--- src/rtl/dmem_responder.sv ---
// Single-outstanding, in-order data-memory responder with byte enables and programmable wait states.
// Accept at edge T: the response is registered on edge T+LATENCY+1 and held until rsp_ready.
module dmem_responder #(
  parameter int DEPTH   = 16,
  parameter int LATENCY = 2,
  parameter int CNT_W   = 4
) (
  input  logic        clk,
  input  logic        reset,
  input  logic        req_valid,
  output logic        req_ready,
  input  logic        req_we,
  input  logic [31:0] req_addr,
  input  logic [31:0] req_wdata,
  input  logic [3:0]  req_be,
  output logic        rsp_valid,
  input  logic        rsp_ready,
  output logic [31:0] rsp_rdata,
  output logic        rsp_err,
  output logic        rsp_we
);

  localparam logic [1:0] IDLE = 2'd0;
  localparam logic [1:0] WAIT = 2'd1;
  localparam logic [1:0] RESP = 2'd2;

  localparam int IDX_W = (DEPTH > 1) ? $clog2(DEPTH) : 1;
  localparam logic [CNT_W-1:0] CNT_LOAD = (LATENCY == 0) ? '0 : CNT_W'(LATENCY - 1);

  logic [1:0]       state_q, state_d;
  logic [CNT_W-1:0] cnt_q, cnt_d;
  logic             we_q, we_d;
  logic [31:0]      addr_q, addr_d;
  logic [31:0]      wdata_q, wdata_d;
  logic [3:0]       be_q, be_d;
  logic             rsp_valid_q, rsp_valid_d;
  logic [31:0]      rsp_rdata_q, rsp_rdata_d;
  logic             rsp_err_q, rsp_err_d;
  logic             rsp_we_q, rsp_we_d;
  logic [31:0]      mem_q [DEPTH];
  logic [31:0]      mem_d [DEPTH];

  logic             acc_err;
  logic [IDX_W-1:0] acc_idx;

  // Out-of-range indices are rejected rather than aliased onto low words.
  assign acc_err = (addr_q[1:0] != 2'b00) || (addr_q[31:2] >= 30'(DEPTH));
  assign acc_idx = addr_q[IDX_W+1:2];

  always_comb begin
    state_d     = state_q;
    cnt_d       = cnt_q;
    we_d        = we_q;
    addr_d      = addr_q;
    wdata_d     = wdata_q;
    be_d        = be_q;
    rsp_valid_d = rsp_valid_q;
    rsp_rdata_d = rsp_rdata_q;
    rsp_err_d   = rsp_err_q;
    rsp_we_d    = rsp_we_q;
    mem_d       = mem_q;

    case (state_q)
      IDLE: begin
        if (req_valid) begin
          we_d    = req_we;
          addr_d  = req_addr;
          wdata_d = req_wdata;
          be_d    = req_be;
          if (LATENCY == 0) begin
            state_d = RESP;
          end else begin
            state_d = WAIT;
            cnt_d   = CNT_LOAD;
          end
        end
      end
      WAIT: begin
        if (cnt_q == '0) state_d = RESP;
        else             cnt_d   = cnt_q - CNT_W'(1);
      end
      RESP: begin
        // First cycle in RESP performs the access; afterwards the response is held.
        if (!rsp_valid_q) begin
          rsp_valid_d = 1'b1;
          rsp_we_d    = we_q;
          rsp_rdata_d = '0;
          rsp_err_d   = acc_err;
          if (!acc_err) begin
            if (we_q) begin
              for (int n = 0; n < 4; n++) begin
                if (be_q[n]) mem_d[acc_idx][8*n +: 8] = wdata_q[8*n +: 8];
              end
            end else begin
              rsp_rdata_d = mem_q[acc_idx];
            end
          end
        end else if (rsp_ready) begin
          state_d     = IDLE;
          rsp_valid_d = 1'b0;
          rsp_rdata_d = '0;
          rsp_err_d   = 1'b0;
          rsp_we_d    = 1'b0;
        end
      end
      default: state_d = IDLE;
    endcase
  end

  always_ff @(posedge clk or posedge reset) begin
    if (reset) begin
      state_q     <= IDLE;
      cnt_q       <= '0;
      we_q        <= 1'b0;
      addr_q      <= '0;
      wdata_q     <= '0;
      be_q        <= '0;
      rsp_valid_q <= 1'b0;
      rsp_rdata_q <= '0;
      rsp_err_q   <= 1'b0;
      rsp_we_q    <= 1'b0;
      for (int i = 0; i < DEPTH; i++) mem_q[i] <= '0;
    end else begin
      state_q     <= state_d;
      cnt_q       <= cnt_d;
      we_q        <= we_d;
      addr_q      <= addr_d;
      wdata_q     <= wdata_d;
      be_q        <= be_d;
      rsp_valid_q <= rsp_valid_d;
      rsp_rdata_q <= rsp_rdata_d;
      rsp_err_q   <= rsp_err_d;
      rsp_we_q    <= rsp_we_d;
      mem_q       <= mem_d;
    end
  end

  assign req_ready = (state_q == IDLE);
  assign rsp_valid = rsp_valid_q;
  assign rsp_rdata = rsp_rdata_q;
  assign rsp_err   = rsp_err_q;
  assign rsp_we    = rsp_we_q;

endmodule

--- config.mk ---
export PLATFORM = sky130hd
export DESIGN_NAME = dmem_responder
export DESIGN_NICKNAME = d
export VERILOG_FILES = /design/src/rtl/dmem_responder.sv
export SDC_FILE = /design/constraint.sdc
export NUM_CORES = 1
export LEC_CHECK = 0
export ABC_AREA = 1
export CORE_MARGIN = 5
export CORE_UTILIZATION = 45
export CTS_BUF_LIST = sky130_fd_sc_hd__clkbuf_8
export DETAILED_ROUTE_END_ITERATION = 16
export PLACE_DENSITY = 0.67
export SETUP_SLACK_MARGIN = 0.3
export SYNTH_ARGS = -nofsm -noshare
export SYNTH_HDL_FRONTEND = slang
export SYNTH_SLANG_ARGS = --single-unit
--- constraint.sdc ---
create_clock -name clk -period 20 [get_ports clk]
set_input_delay 4 -clock clk [delete_from_list [all_inputs] [get_ports clk]]
set_output_delay 4 -clock clk [all_outputs]
set_load 0.1 [all_outputs]
==> qor.csv, run 1 <==
metric,value,unit
status,completed,
crit path max fanout,74,
GR Overflow Total,0,
clock power share,0.293,
setup bufs post-CTS,0,
Die ar.,72400,µm²
Clock transition at path regs,0.06,ns
Synth area leader,dfrtp_1,
gr usage total,0.260,
critical path class,in2async,
Site Rows,95,
Post-Syn Area,30200,µm²
sequential share of power,0.414,
FF-to-FF setup slack,15.46,ns
die height,269,µm
P_sw,1.79,mW
DP HPWL,53300,µm
Final period util,0.351,
Clock Sinks,622,
reg2reg path depth,9,
DR WL/cell,20.6,µm
Worst Hold Depth,2,
CTS tree,yes,
worst IR drop on VDD,0.112,mV
Nets,3810,
clk_lat worst skew,0.73,ns
Final Skew,0.0415,ns
"most common cell after layout, fill and taps aside",nand2_1,
crit-path cells,clkdlybuf4s50_1 -> clkinvlp_4 -> buf_4 -> buf_4 -> buf_4,
Synth top area share,0.515,
vias in the first global route,26009,
Area growth syn-to-layout,11.5,%
Buffers on Ports,108,
largest net degree at the start of global routing,169,
clk buf depth,3,
Hold Startpoint,rsp_rdata[14],
max-cap viol count,0,
Async SR Flop Fraction,1.00,
"Top FF cell, synth",dfrtp_1,
Mapped Cells,3785,
Reg2Reg Capture Point,mem_q[14],
"FF+latch count, synth",622,
share of cells above drive strength 1,0.0790,
combinational power share,0.293,
fin crit period,7.02,ns
post-layout instance area,33700,µm²
Final Setup Violations,0,
CP Data Arrival Time,7.72,ns
post-CTS resize count,0,
Post-Synthesis Mean Instance Area,7.98,µm²
Post-synth EDFFs,0,
Max Transition Viols Final,0,
die width,269,µm
Setup crit start kind,input pin,
clock root buffer,clkbuf_8,
Int Pwr,2.16,mW
WP data required,20.70,ns
Final ANT Viol Nets,0,
GPL Wtd Cong,0.811,
Initial Util,0.452,
initial antenna violation count,3,
Crit. End Element,asynchronous set/reset pin,
syn nets,3860,
sequential element share of the synthesized area,0.515,
routed wire length,97000,µm
DP Area,31500,µm²
count of cell types in the netlist,24,
Num CTS Buffers,106,
pwr dens,117,nW/µm²
Initial DRC Count,2864,
global-route wire length before repair,152000,µm
class of the worst hold path,reg2reg,
hold_buf cts,0,
P_leak,17.8,nW
Worst-Margin Slew,1.11,ns
RSZ-0062 raised after global routing,false,
DRT Pass-1 Iters,5,
Worst slew margin,0.257,
FF-to-FF Start,state_q[0],
DR DRC count,0,
"slowest stage delay, CP",0.89,ns
WHS,0.477,ns
Final Hold Viols,0,
Via density,5.73,
Worst Hold End,rsp_rdata[14],
routed via count,26918,
total I/O pin count,109,
post-route setup TNS,0,ns
slowest CP cell,buf_4,
sw frac,0.454,
fmax,142,MHz
H-tree depth,3,
top post-synthesis cells by area,"dfrtp_1 (52%), nand2_1 (20%), nand3_1 (15%)",
"commonest cells after routing, fill and taps aside","nand2_1 (1613), nand3_1 (902), dfrtp_1 (620)",
Ys Warns,0,
Core ar.,66900,µm²
crit-path most repeated cell,buf_4,
[state kept, by name, indices dropped and copies added, names as in the netlist]
signal	count
we_q	1
cnt_q	4
addr_q	32
wdata_q	32
be_q	4
rsp_we	1
rsp_valid	1
state_q	2
rsp_rdata	32
mem_q	512
rsp_err	1
[how the worst max path moves through the flow]
| stage | from | to | slack, ns | cells past startpoint |
|---|---|---|---|---|
| 6_report | reset | mem_q[39] | 12.98 | 5 |
| 5_1_grt | reset | mem_q[39] | 12.40 | 5 |
| 4_1_cts | reset | mem_q[39] | 12.89 | 5 |
| 3_5_place_dp | reset | mem_q[64] | 12.14 | 5 |
| 3_3_place_gp | reset | wdata_q[1] | 12.10 | 5 |
| 2_1_floorplan | reset | addr_q[0] | 7.51 | 1 |
[metal layers]
metal / part of all wire / wire length (µm) / GRT usage
met1: 0.41 / 40000 / 0.362
met2: 0.45 / 43200 / 0.397
met3: 0.11 / 10500 / 0.0637
met4: 0.034 / 3270 / 0.0994
met5: 0.00030 / 29 / 0
[cells in the mapped netlist (all sizes together) (2+ instances only)]
master / n
nand2: 1616
o21ai: 50
dfrtp: 622
nor3: 3
buf: 120
ha: 2
nand3: 902
clkbuf: 201
nor2: 49
inv: 25
nand4: 193
[final cells by class]
class                   instances  area, µm²
clock buffers                 139       1910
flip-flops and latches        622      15600
repair buffers                163       1510
clock inverters                57        248
inverters                      26        113
multi-input cells            2816      13200
well taps                     873       1090
diodes                          2       5.00
fillers                      6364      33200
[power groups by stage]
| stage | Clock (mW) | Combinational, mW | Sequential, mW |
|---|---|---|---|
| 6_report | 1.16 | 1.15 | 1.63 |
| 5_1_grt | 1.24 | 1.21 | 1.65 |
| 4_1_cts | 1.18 | 1.14 | 1.62 |
| 3_5_place_dp | 0 | 1.13 | 1.65 |
| 3_3_place_gp | 0 | 1.13 | 1.65 |
| 2_1_floorplan | 0 | 0.728 | 1.61 |
[metrics by stage]
step	total power [mW]	std cells	worst slack [ns]	utilization
3_5_place_dp	2.78	4500	12.14	0.471
3_3_place_gp	2.77	4500	12.10	0.471
4_1_cts	3.94	4696	12.89	0.503
2_1_floorplan	2.33	3785	7.51	-
5_1_grt	4.09	4698	12.40	0.503
6_report	3.95	4698	12.98	0.503
[worst max-delay path, delay by kind of cell]
family                 cells  cell delay [ns]
buffers and inverters      5             3.55
[kinds of logic after synthesis]
family / count (synthesis) / synth area share
AND/OR/NAND/NOR: 2763 / 0.426
flip-flops: 622 / 0.515
buffers and inverters: 347 / 0.0499
AO/OA/AOI/OAI: 51 / 0.00845
adder cells (fa/ha/maj): 2 / 0.000828
(Power assumes the default switching activity.)
==> inputs of run 2 (changes only) <==
==> constraint.sdc (replaced) <==
create_clock -name clk -period 5.7 [get_ports clk]
set_input_delay 1.14 -clock clk [delete_from_list [all_inputs] [get_ports clk]]
set_output_delay 1.14 -clock clk [all_outputs]
set_load 0.1 [all_outputs]
==> qor.csv, run 2 (same netlist as run 1, synthesis figures left out) <==
metric,value,unit,change
status,completed,,
gr usage total,0.265,,+0.00505
total I/O pin count,109,,unchanged
DR DRC count,0,,unchanged
Final ANT Viol Nets,0,,unchanged
Int Pwr,7.62,mW,+250%
WP data required,4.56,ns,-16.14 ns
hold_buf cts,0,,unchanged
Final period util,0.647,,
vias in the first global route,26462,,+1.7%
worst IR drop on VDD,0.623,mV,+460%
share of cells above drive strength 1,0.0817,,+0.00271
Final Skew,0.0345,ns,-0.00700 ns
P_sw,6.36,mW,+260%
Worst Hold End,addr_q[21],,
Area growth syn-to-layout,12.4,%,
FF-to-FF Start,state_q[0],,
Via density,5.80,,+1.2%
clk buf depth,3,,unchanged
Initial DRC Count,2944,,+2.8%
clock power share,0.293,,about the same
"most common cell after layout, fill and taps aside",nand2_1,,
"slowest stage delay, CP",1.19,ns,+0.30 ns
"commonest cells after routing, fill and taps aside","nand2_1 (1613), nand3_1 (902), dfrtp_1 (620)",,
Crit. End Element,output port,,
largest net degree at the start of global routing,226,,+34%
post-route setup TNS,0,ns,unchanged
Clock Sinks,622,,unchanged
Final Setup Violations,0,,unchanged
H-tree depth,3,,unchanged
CP bufs+invs,1,,-4
fmax,271,MHz,
slowest CP cell,clkdlybuf4s50_1,,
clock root buffer,clkbuf_8,,
Site Rows,95,,unchanged
class of the worst hold path,reg2reg,,
Worst Hold Depth,2,,unchanged
RSZ-0062 raised after global routing,false,,
Clock transition at path regs,0.06,ns,about the same
critical path class,reg2out,,
Max Transition Viols Final,0,,unchanged
fin crit period,3.69,ns,
global-route wire length before repair,156000,µm,+2.5%
GPL Wtd Cong,0.835,,+3.0%
Nets,3819,,+0.24%
Worst-Margin Slew,1.14,ns,+0.0206 ns
sequential share of power,0.416,,+0.002
CP top delay family,buffers and inverters,,
FF-to-FF setup slack,2.09,ns,-13.37 ns
routed via count,27291,,+1.4%
Reg2Reg Capture Point,mem_q[284],,
Setup crit start,state_q[0],,
area of the multi-input gates,13200,µm²,unchanged
Setup crit start kind,flop,,
post-route setup slack,2.01,ns,-10.97 ns
Hold Startpoint,addr_q[21],,
clk_lat worst skew,0.73,ns,about the same
DR WL/cell,20.8,µm,+0.92%
Core ar.,66900,µm²,unchanged
Num CTS Buffers,104,,-1.9%
die width,269,µm,unchanged
Setup WS pre-CTS,2.11,ns,-10.03 ns
initial antenna violation count,2,,-1
Buffers on Ports,108,,unchanged
most flop-heavy register,mem_q,,
Die ar.,72400,µm²,unchanged
Placed Cells,4511,,+0.24%
DRT Pass-1 Iters,6,,+1
die height,269,µm,unchanged
Initial Util,0.452,,unchanged
Final Hold Viols,0,,unchanged
# fillers,6293,,-1.1%
pwr dens,412,nW/µm²,+250%
crit path max fanout,3,,-96%
routed wire length,98000,µm,+1.1%
GR Overflow Total,0,,unchanged
sw frac,0.455,,+0.00130
Final Core Density,0.508,,+0.00409
area occupied by registers,15600,µm²,unchanged
Levels on crit path,2,,-3
combinational power share,0.291,,-0.002
reg2reg path depth,8,,-1
Worst slew margin,0.241,,-0.0155
setup bufs post-CTS,0,,unchanged
max FFs per register,512,,unchanged
DP HPWL,55600,µm,+4.4%
post-CTS resize count,0,,unchanged
CP Data Arrival Time,2.55,ns,-5.17 ns
crit-path cells,nor2_1 -> clkdlybuf4s50_1,,
CTS tree,yes,,
max-cap viol count,0,,unchanged
non-filler instance count after layout,4706,,+0.17%
P_leak,17.9,nW,+0.54%
## run 2: cell count changes in the layout (fill, tap and decap cells not counted), moves of 2 or more
| cell | before | now |
|---|---|---|
| buf_12 | 1 | 16 |
| buf_4 | 54 | 50 |
| clkbuf_8 | 139 | 137 |
| clkinvlp_4 | 2 | 4 |
| inv_1 | 59 | 56 |
## run 2: worst max path at each step
stage	to
2_1_floorplan	addr_q[0]
3_3_place_gp	mem_q[440]
3_5_place_dp	mem_q[495]
4_1_cts	req_ready
5_1_grt	mem_q[77]
6_report	req_ready
## run 2: area by class of cell
cell class                 count  area share
antenna                        2    0.000147
tap                          873      0.0322
timing repair buffer         174      0.0523
inverter                      26     0.00332
clock inverter                56     0.00821
multi-input combinational   2816       0.390
sequential                   622       0.458
clock buffer                 137      0.0555
## run 2: per-stage QoR
| stage | area, µm² | power (mW) | hold WS, ns |
|---|---|---|---|
| after floorplan | 30200 | 8.19 | 0.449 |
| after global placement | 31800 | 9.82 | 0.462 |
| after detailed placement | 31800 | 9.85 | 0.465 |
| after CTS | 34000 | 14.0 | 0.481 |
| after global routing | 34000 | 14.5 | 0.490 |
| final | 34000 | 14.0 | 0.476 |
## run 2: layer usage
layer  global-route usage  vias to the layer above  part of all wire
li1                     -                    12486                 -
met1                0.372                    13108              0.42
met2                0.403                     1451              0.45
met3               0.0539                      246             0.098
met4                0.114                        0             0.040
met5                    0                        -                 0
## run 2: worst register-to-register path: cells and delay by family, from the launching register on
kind	cells	cell delay, ns
AND/OR/NAND/NOR	7	2.69
buffers and inverters	1	0.43
flip-flops	1	0.41
## run 2: power groups by stage
stage	Clock (mW)	Sequential, mW	Combinational [mW]
floorplan	0	5.63	2.55
global placement	0	5.84	3.98
detailed placement	0	5.85	4.00
CTS	4.17	5.77	4.01
global route	4.39	5.84	4.25
finish	4.10	5.81	4.07
